[config.mk]
export PLATFORM = sky130hd
export DESIGN_NAME = button_debouncer_flat
export DESIGN_NICKNAME = d
export VERILOG_FILES = /design/src/rtl/button_debouncer_pkg.sv /design/src/rtl/button_debouncer_if.sv /design/src/rtl/button_debouncer_tick_gen.sv /design/src/rtl/button_debouncer.sv /design/src/flat_wrapper.sv
export SDC_FILE = /design/constraint.sdc
export NUM_CORES = 1
export LEC_CHECK = 0
export CAP_MARGIN = 10
export CORE_MARGIN = 2
export CORE_UTILIZATION = 57
export CTS_CLUSTER_SIZE = 25
export DETAILED_ROUTE_END_ITERATION = 8
export GPL_ROUTABILITY_DRIVEN = 0
export MAX_ROUTING_LAYER = met4
export PLACE_DENSITY_LB_ADDON = 0.3
export SYNTH_ARGS = -nofsm -noshare
export SYNTH_HDL_FRONTEND = slang
export SYNTH_SLANG_ARGS = --single-unit
[constraint.sdc]
create_clock -name clk -period 2.1 [get_ports clk]
set_input_delay 0.525 -clock clk [delete_from_list [all_inputs] [get_ports clk]]
set_output_delay 0.525 -clock clk [all_outputs]
set_load 0.05 [all_outputs]
[src/rtl/button_debouncer_pkg.sv]
// Shared definitions for the push-button conditioning stage and later
// button-driven labs: debounce FSM state encoding and default timing.
package button_debouncer_pkg;

   // Per-channel debounce FSM states
   typedef enum logic {
      ST_STABLE   = 1'b0,
      ST_CHANGING = 1'b1
   } db_state_e;

   // 1 ms sampling tick from a 100 MHz clock
   localparam int TICK_DIV_1MS_100MHZ    = 100000;
   localparam int DIV_WIDTH_1MS_100MHZ   = 17;
   // 10 ms of agreement at a 1 ms tick before a change is accepted
   localparam int DEFAULT_DEBOUNCE_TICKS = 10;
   localparam int DEFAULT_CNT_WIDTH      = 4;

endpackage

[src/rtl/button_debouncer_if.sv]
// Signal bundle between raw inputs / downstream logic and the debouncer.
// There is no handshake here: btn_i is a free-running asynchronous level,
// and btn_o/rise_o/fall_o/tick_o are synchronous to clk and valid every
// cycle. state_o exposes each channel's FSM state (1 = CHANGING) for debug.
interface button_debouncer_if #(
   parameter int N_CH = 2
);

   logic [N_CH-1:0] btn_i;
   logic [N_CH-1:0] btn_o;
   logic [N_CH-1:0] rise_o;
   logic [N_CH-1:0] fall_o;
   logic [N_CH-1:0] state_o;
   logic            tick_o;

   // Side that drives the raw inputs and consumes the clean levels
   modport master (
      output btn_i,
      input  btn_o,
      input  rise_o,
      input  fall_o,
      input  state_o,
      input  tick_o
   );

   // Debouncer side
   modport slave (
      input  btn_i,
      output btn_o,
      output rise_o,
      output fall_o,
      output state_o,
      output tick_o
   );

endinterface

[src/rtl/button_debouncer_tick_gen.sv]
// Sampling-tick generator: a divider that counts 0..TICK_DIV-1 and wraps.
// tick_o is high for exactly the cycle in which the divider sits at its
// last value, so the first tick appears TICK_DIV-1 cycles after reset.
module tick_gen
   import button_debouncer_pkg::*;
#(
   parameter int TICK_DIV  = TICK_DIV_1MS_100MHZ,
   parameter int DIV_WIDTH = DIV_WIDTH_1MS_100MHZ
) (
   input  logic clk,
   input  logic rst,
   output logic tick_o
);

   localparam logic [DIV_WIDTH-1:0] DIV_LAST = DIV_WIDTH'(TICK_DIV - 1);

   logic [DIV_WIDTH-1:0] div_q;
   logic [DIV_WIDTH-1:0] div_d;

   assign tick_o = (div_q == DIV_LAST);

   // Next divider value: wrap to zero on the tick cycle, never past DIV_LAST
   always_comb begin
      div_d = div_q + DIV_WIDTH'(1);
      if (tick_o) begin
         div_d = '0;
      end
   end

   // Divider register
   always_ff @(posedge clk or posedge rst) begin
      if (rst) begin
         div_q <= '0;
      end else begin
         div_q <= div_d;
      end
   end

endmodule

[src/rtl/button_debouncer.sv]
// Push-button / switch conditioner. Each channel runs a 2-FF synchroniser
// into a tick-sampled debounce FSM: a change on the synchronised input is
// only committed to btn_o after DEBOUNCE_TICKS consecutive ticks all see
// the new level. rise_o/fall_o pulse for the one cycle in which btn_o
// first shows the committed value.
module button_debouncer
   import button_debouncer_pkg::*;
#(
   parameter int N_CH           = 2,
   parameter int TICK_DIV       = TICK_DIV_1MS_100MHZ,
   parameter int DIV_WIDTH      = DIV_WIDTH_1MS_100MHZ,
   parameter int DEBOUNCE_TICKS = DEFAULT_DEBOUNCE_TICKS,
   parameter int CNT_WIDTH      = DEFAULT_CNT_WIDTH
) (
   input  logic               clk,
   input  logic               rst,
   button_debouncer_if.slave  bus
);

   localparam logic [CNT_WIDTH-1:0] CNT_LAST = CNT_WIDTH'(DEBOUNCE_TICKS - 1);

   logic tick;

   tick_gen #(
      .TICK_DIV  (TICK_DIV),
      .DIV_WIDTH (DIV_WIDTH)
   ) u_tick_gen (
      .clk    (clk),
      .rst    (rst),
      .tick_o (tick)
   );

   assign bus.tick_o = tick;

   for (genvar k = 0; k < N_CH; k++) begin : g_ch
      logic                 sync1_q;
      logic                 sync2_q;
      db_state_e            state_q;
      logic [CNT_WIDTH-1:0] cnt_q;
      logic                 btn_q;
      logic                 rise_q;
      logic                 fall_q;

      // Two-flop synchroniser; only sync2_q is ever looked at downstream
      always_ff @(posedge clk or posedge rst) begin
         if (rst) begin
            sync1_q <= 1'b0;
            sync2_q <= 1'b0;
         end else begin
            sync1_q <= bus.btn_i[k];
            sync2_q <= sync1_q;
         end
      end

      // Debounce FSM with its agreement counter, level and edge pulses
      always_ff @(posedge clk or posedge rst) begin
         if (rst) begin
            state_q <= ST_STABLE;
            cnt_q   <= '0;
            btn_q   <= 1'b0;
            rise_q  <= 1'b0;
            fall_q  <= 1'b0;
         end else begin
            rise_q <= 1'b0;
            fall_q <= 1'b0;
            if (tick) begin
               case (state_q)
                  ST_STABLE: begin
                     if (sync2_q != btn_q) begin
                        state_q <= ST_CHANGING;
                        cnt_q   <= CNT_WIDTH'(1);
                     end
                  end
                  ST_CHANGING: begin
                     if (sync2_q == btn_q) begin
                        // Input went back before enough agreement: a bounce
                        state_q <= ST_STABLE;
                        cnt_q   <= '0;
                     end else if (cnt_q == CNT_LAST) begin
                        // This tick completes the run of agreeing samples
                        btn_q   <= ~btn_q;
                        rise_q  <= ~btn_q;
                        fall_q  <= btn_q;
                        state_q <= ST_STABLE;
                        cnt_q   <= '0;
                     end else begin
                        cnt_q <= cnt_q + CNT_WIDTH'(1);
                     end
                  end
               endcase
            end
         end
      end

      assign bus.btn_o[k]   = btn_q;
      assign bus.rise_o[k]  = rise_q;
      assign bus.fall_o[k]  = fall_q;
      assign bus.state_o[k] = state_q;
   end

endmodule
[src/flat_wrapper.sv]
// flat-port wrapper written by rule: the top's interface ports become plain ports
module button_debouncer_flat import button_debouncer_pkg::*;
#(
   parameter int N_CH           = 2,
   parameter int TICK_DIV       = TICK_DIV_1MS_100MHZ,
   parameter int DIV_WIDTH      = DIV_WIDTH_1MS_100MHZ,
   parameter int DEBOUNCE_TICKS = DEFAULT_DEBOUNCE_TICKS,
   parameter int CNT_WIDTH      = DEFAULT_CNT_WIDTH
)
  (clk, rst, bus_btn_i, bus_btn_o, bus_rise_o, bus_fall_o, bus_state_o, bus_tick_o);
  button_debouncer_if #(.N_CH(N_CH)) bus_i ();
  input  logic clk;
  input  logic rst;
  input wire logic [$bits(bus_i.btn_i)-1:0] bus_btn_i;
  output wire logic [$bits(bus_i.btn_o)-1:0] bus_btn_o;
  output wire logic [$bits(bus_i.rise_o)-1:0] bus_rise_o;
  output wire logic [$bits(bus_i.fall_o)-1:0] bus_fall_o;
  output wire logic [$bits(bus_i.state_o)-1:0] bus_state_o;
  output wire logic [$bits(bus_i.tick_o)-1:0] bus_tick_o;
  assign bus_i.btn_i = bus_btn_i;
  assign bus_btn_o = bus_i.btn_o;
  assign bus_rise_o = bus_i.rise_o;
  assign bus_fall_o = bus_i.fall_o;
  assign bus_state_o = bus_i.state_o;
  assign bus_tick_o = bus_i.tick_o;
  button_debouncer #(.N_CH(N_CH), .TICK_DIV(TICK_DIV), .DIV_WIDTH(DIV_WIDTH), .DEBOUNCE_TICKS(DEBOUNCE_TICKS), .CNT_WIDTH(CNT_WIDTH)) u_core (.clk(clk), .rst(rst), .bus(bus_i));
endmodule
==> flow_summary.ini, run 1 <==
[outcome]
run_status = complete, no violations

[clock_network]
ctsHoldBuffers = 0
cts_made_buffers = 5
cts_tree = built
ctsLongestPathBuffers = 2
cts.reportedPaths.clkPinSlew_ps = 110
clk_root_buffer_cell = clkbuf_4
numClockSinks = 37
cts.htree.levels = 2
worstSkewPairLatency_ps = 350

[synthesis]
syn-instance-count = 164
number_of_warnings_reported_in_the_yosys_synthesis_log = 0
synthDistinctLibCells = 35
post_synth.cell_area_avg_um2 = 11.0
sequential_cell_area_fraction_in_the_yosys_report_pct = 51.2
synth_nets = 173
edff_count_synth = 0
synth-async-reset-ratio_pct = 100
postSynth.topFlopCell = dfrtp_1
synthesis.area_um2 = 1810
ys_ff_latch = 37

[final_layout]
finish.net_count = 189
layout.cells.most_common_list = dfrtp_1, nand3_1, o21ai_0, buf_4, nor2_1
area_delta_synth_final_pct = 12.5
final_layout_size_suffix_gt1_share_pct = 15.6
n_antenna_cell = 0
layout_commonest_cell = dfrtp_1
final.fill_count = 230
utilization_pct = 67.2

[critical_path]
worstReg2RegStart = u_core.u_tick_gen.div_q[14]
arrival_ps = 1490
critical-path-top-delay-family = buffers and inverters
timing.critical_path.slowest_stage_cell = clkdlybuf4s50_1
path_cells = clkdlybuf4s50_1
worstSetupEndpointType = primary output
timing.setup.critical_path_class = register to primary output
worstPathBufferInverterCount = 1
cp-start-kind = register
required_ps = 1570
worstPathMaxFanout = 1
crit_start = u_core.g_ch[1].rise_q
worst_path_largest_cell_delay_ps = 800

[sta]
f_max_mhz = 495
post-route-period-util_pct = 96.2
worstMarginPinSlew_ps = 489
grt_setup_unrepaired = no
timing.final.hold_violations = 0
setup_violations = 0
period_needed_ps = 2020
hold-worst-slack_ps = 354
report.final.slew_viol_count = 0
finalClockSkew_ps = 14.5
worst_relative_slew_slack_pct = 67.3
tns_ps = 0

[drt]
avgRoutedWirePerCell_um = 14.9
dr.first_iter.drc_count = 117
drt_drc_violations_left = 0
drt_wl_total_mm = 3.35
route.vias.total = 1274
drt-pass1-iter-count = 6
antenna_violating_nets_post_route = 0
post_drt_via_cell_ratio = 5.69

[floorplan]
total_die_area_um2 = 3640
die_height_um = 60.3
fp-row-count = 20
io_pins = 13
die-width_um = 60.3
start_util_pct = 59.7
core_area_um2 = 3030

[global_route]
grt_first_pass_wirelength_mm = 5.59
pin_count_of_the_biggest_net_entering_global_routing = 38
antenna_found_initial = 0
overflow = 0
first_global_vias = 1242
grt_use_total_pct = 22.2

[job]
cap_viol_max_count = 0

[hold_path]
worst_hold_startpoint = u_core.g_ch[0].sync1_q
holdCritPathClass = register to register

[placement]
place.port_buffers = 12
dpl.hpwl_mm = 2.27

[power_and_ir_drop]
p_leak_nw = 0.915
ir_drop_mv = 0.332
power_density_nw_per_um2 = 550
[final timing paths]
path,end,slack (ps),cells after the start
setup / recovery,bus_rise_o[1],80,1
hold / removal,u_core.g_ch[0].sync2_q,350,0
setup reg to reg,u_core.g_ch[1].cnt_q[3],350,6
hold reg to reg,u_core.g_ch[0].sync2_q,350,0
max in group asynchronous,u_core.u_tick_gen.div_q[11],1210,3
min in group asynchronous,u_core.g_ch[1].state_q,570,3
[cell type report]
class | count | area [um^2] | share of cell area (%)
sequential | 37 | 926 | 45.5
multi-input combinational | 109 | 790 | 38.8
timing repair buffer | 19 | 174 | 8.55
clock buffer | 7 | 55.1 | 2.71
tap | 44 | 55.1 | 2.71
inverter | 8 | 35.0 | 1.72
[per-stage QoR]
| stage | setup slack [ps] | area (um^2) | cells | total power [mW] |
|---|---|---|---|---|
| detailed placement | 242 | 1940 | 214 | 0.759 |
| finish | 80.4 | 2030 | 224 | 1.12 |
| CTS | 29.6 | 2010 | 222 | 1.13 |
| global placement | 265 | 1940 | 214 | 0.758 |
| floorplan | 99.5 | 1810 | 164 | 0.747 |
| global route | 1.74 | 2030 | 224 | 1.17 |
[flip-flops by register name (all words and copies together), names as in the netlist]
| register | count |
|---|---|
| u_core.u_tick_gen.div_q | 17 |
| u_core.g_ch.state_q | 2 |
| u_core.g_ch.rise_q | 2 |
| u_core.g_ch.fall_q | 2 |
| u_core.g_ch.btn_q | 2 |
| u_core.g_ch.sync2_q | 2 |
| u_core.g_ch.cnt_q | 8 |
| u_core.g_ch.sync1_q | 2 |
[cells in the mapped netlist (all sizes together), types with 2 or more instances]
| library cell | instances | area, um^2 |
|---|---|---|
| a31oi | 3 | 18.8 |
| and2 | 4 | 25.0 |
| and3 | 2 | 12.5 |
| and3b | 2 | 17.5 |
| and4 | 3 | 26.3 |
| and4bb | 2 | 25.0 |
| buf | 10 | 76.3 |
| dfrtp | 37 | 926 |
| ha | 5 | 62.6 |
| inv | 7 | 26.3 |
| mux2 | 2 | 26.3 |
| nand2 | 7 | 26.3 |
| nand2b | 3 | 18.8 |
| nand3 | 15 | 80.1 |
| nand4 | 7 | 58.8 |
| nor2 | 9 | 33.8 |
| nor3 | 4 | 20.0 |
| nor3b | 6 | 45.0 |
| nor4 | 2 | 12.5 |
| o21ai | 11 | 58.8 |
| xnor2 | 8 | 70.1 |
| xor2 | 8 | 70.1 |
[metal layers]
metal  vias to the layer above  global-route usage [%]  wire [um]
met5                         -                       -          0
met4                         0                    11.7         64
met3                         7                    6.93        138
met2                        35                    35.7       1730
met1                       626                    24.5       1420
li1                        606                       -          -
[logic make-up (layout without fill, tap and decap cells)]
kind of cell | Yosys count | count (layout) | share of synthesized area, %
compound gates | 19 | 19 | 6.64
buf+inv | 18 | 34 | 5.95
mux | 2 | 2 | 1.45
flops | 37 | 37 | 51.2
xor+xnor | 16 | 16 | 7.75
fa+ha+maj | 5 | 5 | 3.46
simple gates | 67 | 67 | 23.5
[report_power, final]
group          total (mW)  switching, mW  internal (mW)
registers           0.719        0.00300          0.716
logic              0.0253         0.0171        0.00826
clock network       0.374          0.216          0.158
total                1.12          0.236          0.882
[timing repair]
action	4_1_cts	5_1_grt
resized for setup	3	2
setup endpoints to repair	2	1
buffers inserted	1	2
pin swaps	0	2
Note: power is estimated with default switching activity, not from simulation.
==> run 2, diff against run 1 <==
--- a/config.mk
+++ b/config.mk
@@ -5,9 +5,11 @@
 export SDC_FILE = /design/constraint.sdc
 export NUM_CORES = 1
 export LEC_CHECK = 0
+export ABC_AREA = 0
+export ABC_CLOCK_PERIOD_IN_PS = 2100
 export CAP_MARGIN = 10
 export CORE_MARGIN = 2
-export CORE_UTILIZATION = 57
+export CORE_UTILIZATION = 50
 export CTS_CLUSTER_SIZE = 25
 export DETAILED_ROUTE_END_ITERATION = 8
 export GPL_ROUTABILITY_DRIVEN = 0
==> flow_summary.ini, run 2 (synthesis gave the netlist of run 1 again) <==
[outcome]
run_status = complete, no violations

[critical_path]
cp-start-kind = register
timing.critical_path.slowest_stage_cell = clkdlybuf4s50_1
worstPathMaxFanout = 1
worst_path_largest_cell_delay_ps = 800
arrival_ps = 1510
critical-path-top-delay-family = buffers and inverters
worstSetupEndpointType = primary output
worstPathBufferInverterCount = 1
required_ps = 1570
timing.setup.critical_path_class = register to primary output
path_cells = clkdlybuf4s50_1

[final_layout]
layout_top_registers = u_core.u_tick_gen.div_q: 17 flops, u_core.g_ch.cnt_q: 8 flops
utilization_pct = 59.1
largest_register_ff_count = 17
layout.cells.most_common_list = dfrtp_1, nand3_1, o21ai_0, buf_4, nor2_1
multiInputGateArea_um2 = 774
final_layout_size_suffix_gt1_share_pct = 15.5
largest_register = u_core.u_tick_gen.div_q
seqCellArea_um2 = 927
finish.net_count = 189
stdcell_area_um2 = 2020
non_filler_instance_count_after_layout = 227
final.fill_count = 291
n_antenna_cell = 0
layout_commonest_cell = dfrtp_1
area_delta_synth_final_pct = 11.7

[floorplan]
start_util_pct = 52.9
core_area_um2 = 3420
total_die_area_um2 = 4110
fp-row-count = 21
die-width_um = 64.1
die_height_um = 64.1
io_pins = 13

[sta]
period_needed_ps = 2040
report.final.slew_viol_count = 0
finalClockSkew_ps = 18.5
worst_relative_slew_slack_pct = 66.9
worst_setup_slack_final_ps = 62.4
worstMarginPinSlew_ps = 495
grt_setup_unrepaired = no
timing.final.hold_violations = 0
f_max_mhz = 491
hold-worst-slack_ps = 350
tns_ps = 0
setup_violations = 0
post-route-period-util_pct = 97.0

[hold_path]
holdCritPathClass = register to register

[global_route]
grt_first_pass_wirelength_mm = 5.73
first_global_vias = 1334
overflow = 0
grt_use_total_pct = 18.7
pin_count_of_the_biggest_net_entering_global_routing = 38
antenna_found_initial = 0

[power_and_ir_drop]
ir_drop_mv = 0.342
power_density_nw_per_um2 = 543
totalPowerFinal_mw = 1.10
p_leak_nw = 0.913

[clock_network]
worstSkewPairLatency_ps = 340
cts_tree = built
clk_root_buffer_cell = clkbuf_4
cts.reportedPaths.clkPinSlew_ps = 120
ctsHoldBuffers = 0
ctsLongestPathBuffers = 2
cts.htree.levels = 2
numClockSinks = 37
cts_made_buffers = 5

[drt]
drt_drc_violations_left = 0
dr.first_iter.drc_count = 117
post_drt_via_cell_ratio = 5.63
route.vias.total = 1277
antenna_violating_nets_post_route = 0
avgRoutedWirePerCell_um = 14.6
drt_wl_total_mm = 3.31
drt-pass1-iter-count = 4

[placement]
post_detailed_placement_cell_area_um2 = 1950
pre_cts_ws_ps = 298
dp.cells = 217
dpl.hpwl_mm = 2.33
place.port_buffers = 12

[job]
cap_viol_max_count = 0
-- run 2: metal layers --
metal	GRT usage, %	part of all wire, %
met5	-	0
met4	10.9	2.0
met3	3.70	4.0
met1	21.2	41
met2	30.9	53
-- run 2: cell type report --
class	count	area share, %
tap	46	2.85
timing repair buffer	19	8.61
multi-input combinational	109	38.4
sequential	37	45.9
inverter	8	1.73
clock buffer	6	2.04
clock inverter	2	0.496
-- run 2: worst paths after layout --
| check | to | cells after the start | startpoint | slack [ps] |
|---|---|---|---|---|
| worst max-delay path | bus_rise_o[1] | 1 | u_core.g_ch[1].rise_q | 60 |
| worst min-delay path | u_core.g_ch[0].sync2_q | 0 | u_core.g_ch[0].sync1_q | 350 |
| worst max register to register | u_core.g_ch[1].cnt_q[3] | 8 | u_core.u_tick_gen.div_q[0] | 260 |
| worst min register to register | u_core.g_ch[0].sync2_q | 0 | u_core.g_ch[0].sync1_q | 350 |
| max in group asynchronous | u_core.u_tick_gen.div_q[6] | 3 | rst | 1170 |
| min in group asynchronous | u_core.u_tick_gen.div_q[5] | 3 | rst | 570 |
-- run 2: where the power goes --
part | internal (mW) | switching, mW
Sequential | 0.716 | 0.00279
Combinational | 0.00826 | 0.0172
Clock | 0.128 | 0.225
Total | 0.852 | 0.245
-- run 2: timing repair --
action,in CTS,in global routing
gates resized for setup,2,1
buffers inserted,0,2
endpoints found under the setup margin,2,1
==> run 3, diff against run 2 <==
--- a/config.mk
+++ b/config.mk
@@ -13,7 +13,6 @@
 export CTS_CLUSTER_SIZE = 25
 export DETAILED_ROUTE_END_ITERATION = 8
 export GPL_ROUTABILITY_DRIVEN = 0
-export MAX_ROUTING_LAYER = met4
 export PLACE_DENSITY_LB_ADDON = 0.3
 export SYNTH_ARGS = -nofsm -noshare
 export SYNTH_HDL_FRONTEND = slang
==> flow_summary.ini, run 3 (synthesis gave the netlist of run 1 again) <==
[global_route]
grt_first_pass_wirelength_mm = 5.73
antenna_found_initial = 0
grt_use_total_pct = 18.2
overflow = 0
first_global_vias = 1336
pin_count_of_the_biggest_net_entering_global_routing = 38

[clock_network]
cts.reportedPaths.clkPinSlew_ps = 120
clk_root_buffer_cell = clkbuf_4
ctsLongestPathBuffers = 2
cts_tree = built
cts_made_buffers = 5
ctsHoldBuffers = 0
cts.htree.levels = 2
numClockSinks = 37
worstSkewPairLatency_ps = 350

[floorplan]
io_pins = 13
die_height_um = 64.1
total_die_area_um2 = 4110
die-width_um = 64.1
start_util_pct = 52.9
fp-row-count = 21
core_area_um2 = 3420

[sta]
worst_setup_slack_final_ps = 51.4
report.final.slew_viol_count = 0
tns_ps = 0
f_max_mhz = 488
period_needed_ps = 2050
worstMarginPinSlew_ps = 495
hold-worst-slack_ps = 350
grt_setup_unrepaired = no
setup_violations = 0
timing.final.hold_violations = 0
worst_relative_slew_slack_pct = 66.9
finalClockSkew_ps = 18.4
post-route-period-util_pct = 97.6

[critical_path]
worst_path_largest_cell_delay_ps = 800
worstReg2RegStart = u_core.u_tick_gen.div_q[12]
required_ps = 1570
critical-path-top-delay-family = buffers and inverters
worstPathBufferInverterCount = 1
cp-start-kind = register
reg2reg_path_depth = 7
timing.critical_path.slowest_stage_cell = clkdlybuf4s50_1
crit_start = u_core.g_ch[1].fall_q
path_cells = clkdlybuf4s50_1
timing.setup.critical_path_class = register to primary output
timing.rr.end = u_core.g_ch[1].cnt_q[3]
ff2ff_setup_slack_ps = 270
worstSetupEndpointType = primary output
arrival_ps = 1520
worstPathMaxFanout = 1

[final_layout]
final_layout_size_suffix_gt1_share_pct = 15.5
finish.net_count = 189
final.fill_count = 291
largest_register = u_core.u_tick_gen.div_q
layout.cells.most_common_list = dfrtp_1, nand3_1, o21ai_0, buf_4, nor2_1
layout_top_registers = u_core.u_tick_gen.div_q: 17 flops, u_core.g_ch.cnt_q: 8 flops
layout_commonest_cell = dfrtp_1
non_filler_instance_count_after_layout = 227
n_antenna_cell = 0
area_delta_synth_final_pct = 11.7
stdcell_area_um2 = 2020
largest_register_ff_count = 17

[drt]
antenna_violating_nets_post_route = 0
dr.first_iter.drc_count = 121
route.vias.total = 1278
drt_wl_total_mm = 3.28
post_drt_via_cell_ratio = 5.63
drt-pass1-iter-count = 4
drt_drc_violations_left = 0
avgRoutedWirePerCell_um = 14.5

[placement]
post_detailed_placement_cell_area_um2 = 1950
place.port_buffers = 12
dpl.hpwl_mm = 2.33
dp.cells = 217
pre_cts_ws_ps = 298

[hold_path]
hold_end = u_core.g_ch[0].sync2_q
holdCritPathClass = register to register
holdPathStages = 0
worst_hold_startpoint = u_core.g_ch[0].sync1_q

[outcome]
run_status = complete, no violations

[power_and_ir_drop]
power_density_nw_per_um2 = 545
ir_drop_mv = 0.341
p_leak_nw = 0.913

[job]
cap_viol_max_count = 0
-- run 3: cell counts in the layout (fill, tap and decap cells not counted) --
No cell type changed its count.
-- run 3: worst max path at each step --
stage                                      end  slack (ps)  cells past startpoint
final                            bus_fall_o[1]          50                      1
after global routing                bus_tick_o          10                      4
after CTS                           bus_tick_o           7                      5
after detailed placement  u_core.g_ch[1].btn_q         300                      7
after global placement              bus_tick_o         370                      5
after floorplan                     bus_tick_o         100                      6
-- run 3: metal layers --
metal | track usage [%] | up-vias | routed length, um
met3 | 3.70 | 10 | 147
li1 | - | 603 | -
met4 | 10.9 | 0 | 73
met5 | 0 | - | 0
met2 | 30.9 | 35 | 1700
met1 | 21.2 | 630 | 1360
-- run 3: power breakdown --
| group | switching, mW | internal, mW |
|---|---|---|
| clock | 0.230 | 0.127 |
| sequential | 0.00279 | 0.716 |
| combinational | 0.0171 | 0.00826 |
-- run 3: through the flow --
| stage | utilization [%] | power (mW) |
|---|---|---|
| after CTS | 58.6 | 1.12 |
| after floorplan | - | 0.747 |
| after global placement | 57.1 | 0.758 |
| final | 59.1 | 1.10 |
| after detailed placement | 57.1 | 0.760 |
| after global routing | 59.1 | 1.16 |
-- run 3: area by class of cell --
cell class	instances	area [um^2]	share of cell area (%)
flip-flops and latches	37	927	45.9
repair buffers	19	174	8.61
inverters	8	35.0	1.73
clock buffers	6	41.3	2.04
well taps	46	57.6	2.85
clock inverters	2	10.0	0.496
multi-input cells	109	774	38.4
-- run 3: timing repair --
action / 4_1_cts / 5_1_grt
setup endpoints to repair: 2 / 1
setup buffers: 0 / 2
pin swaps: 0 / 0
gates resized for setup: 2 / 1
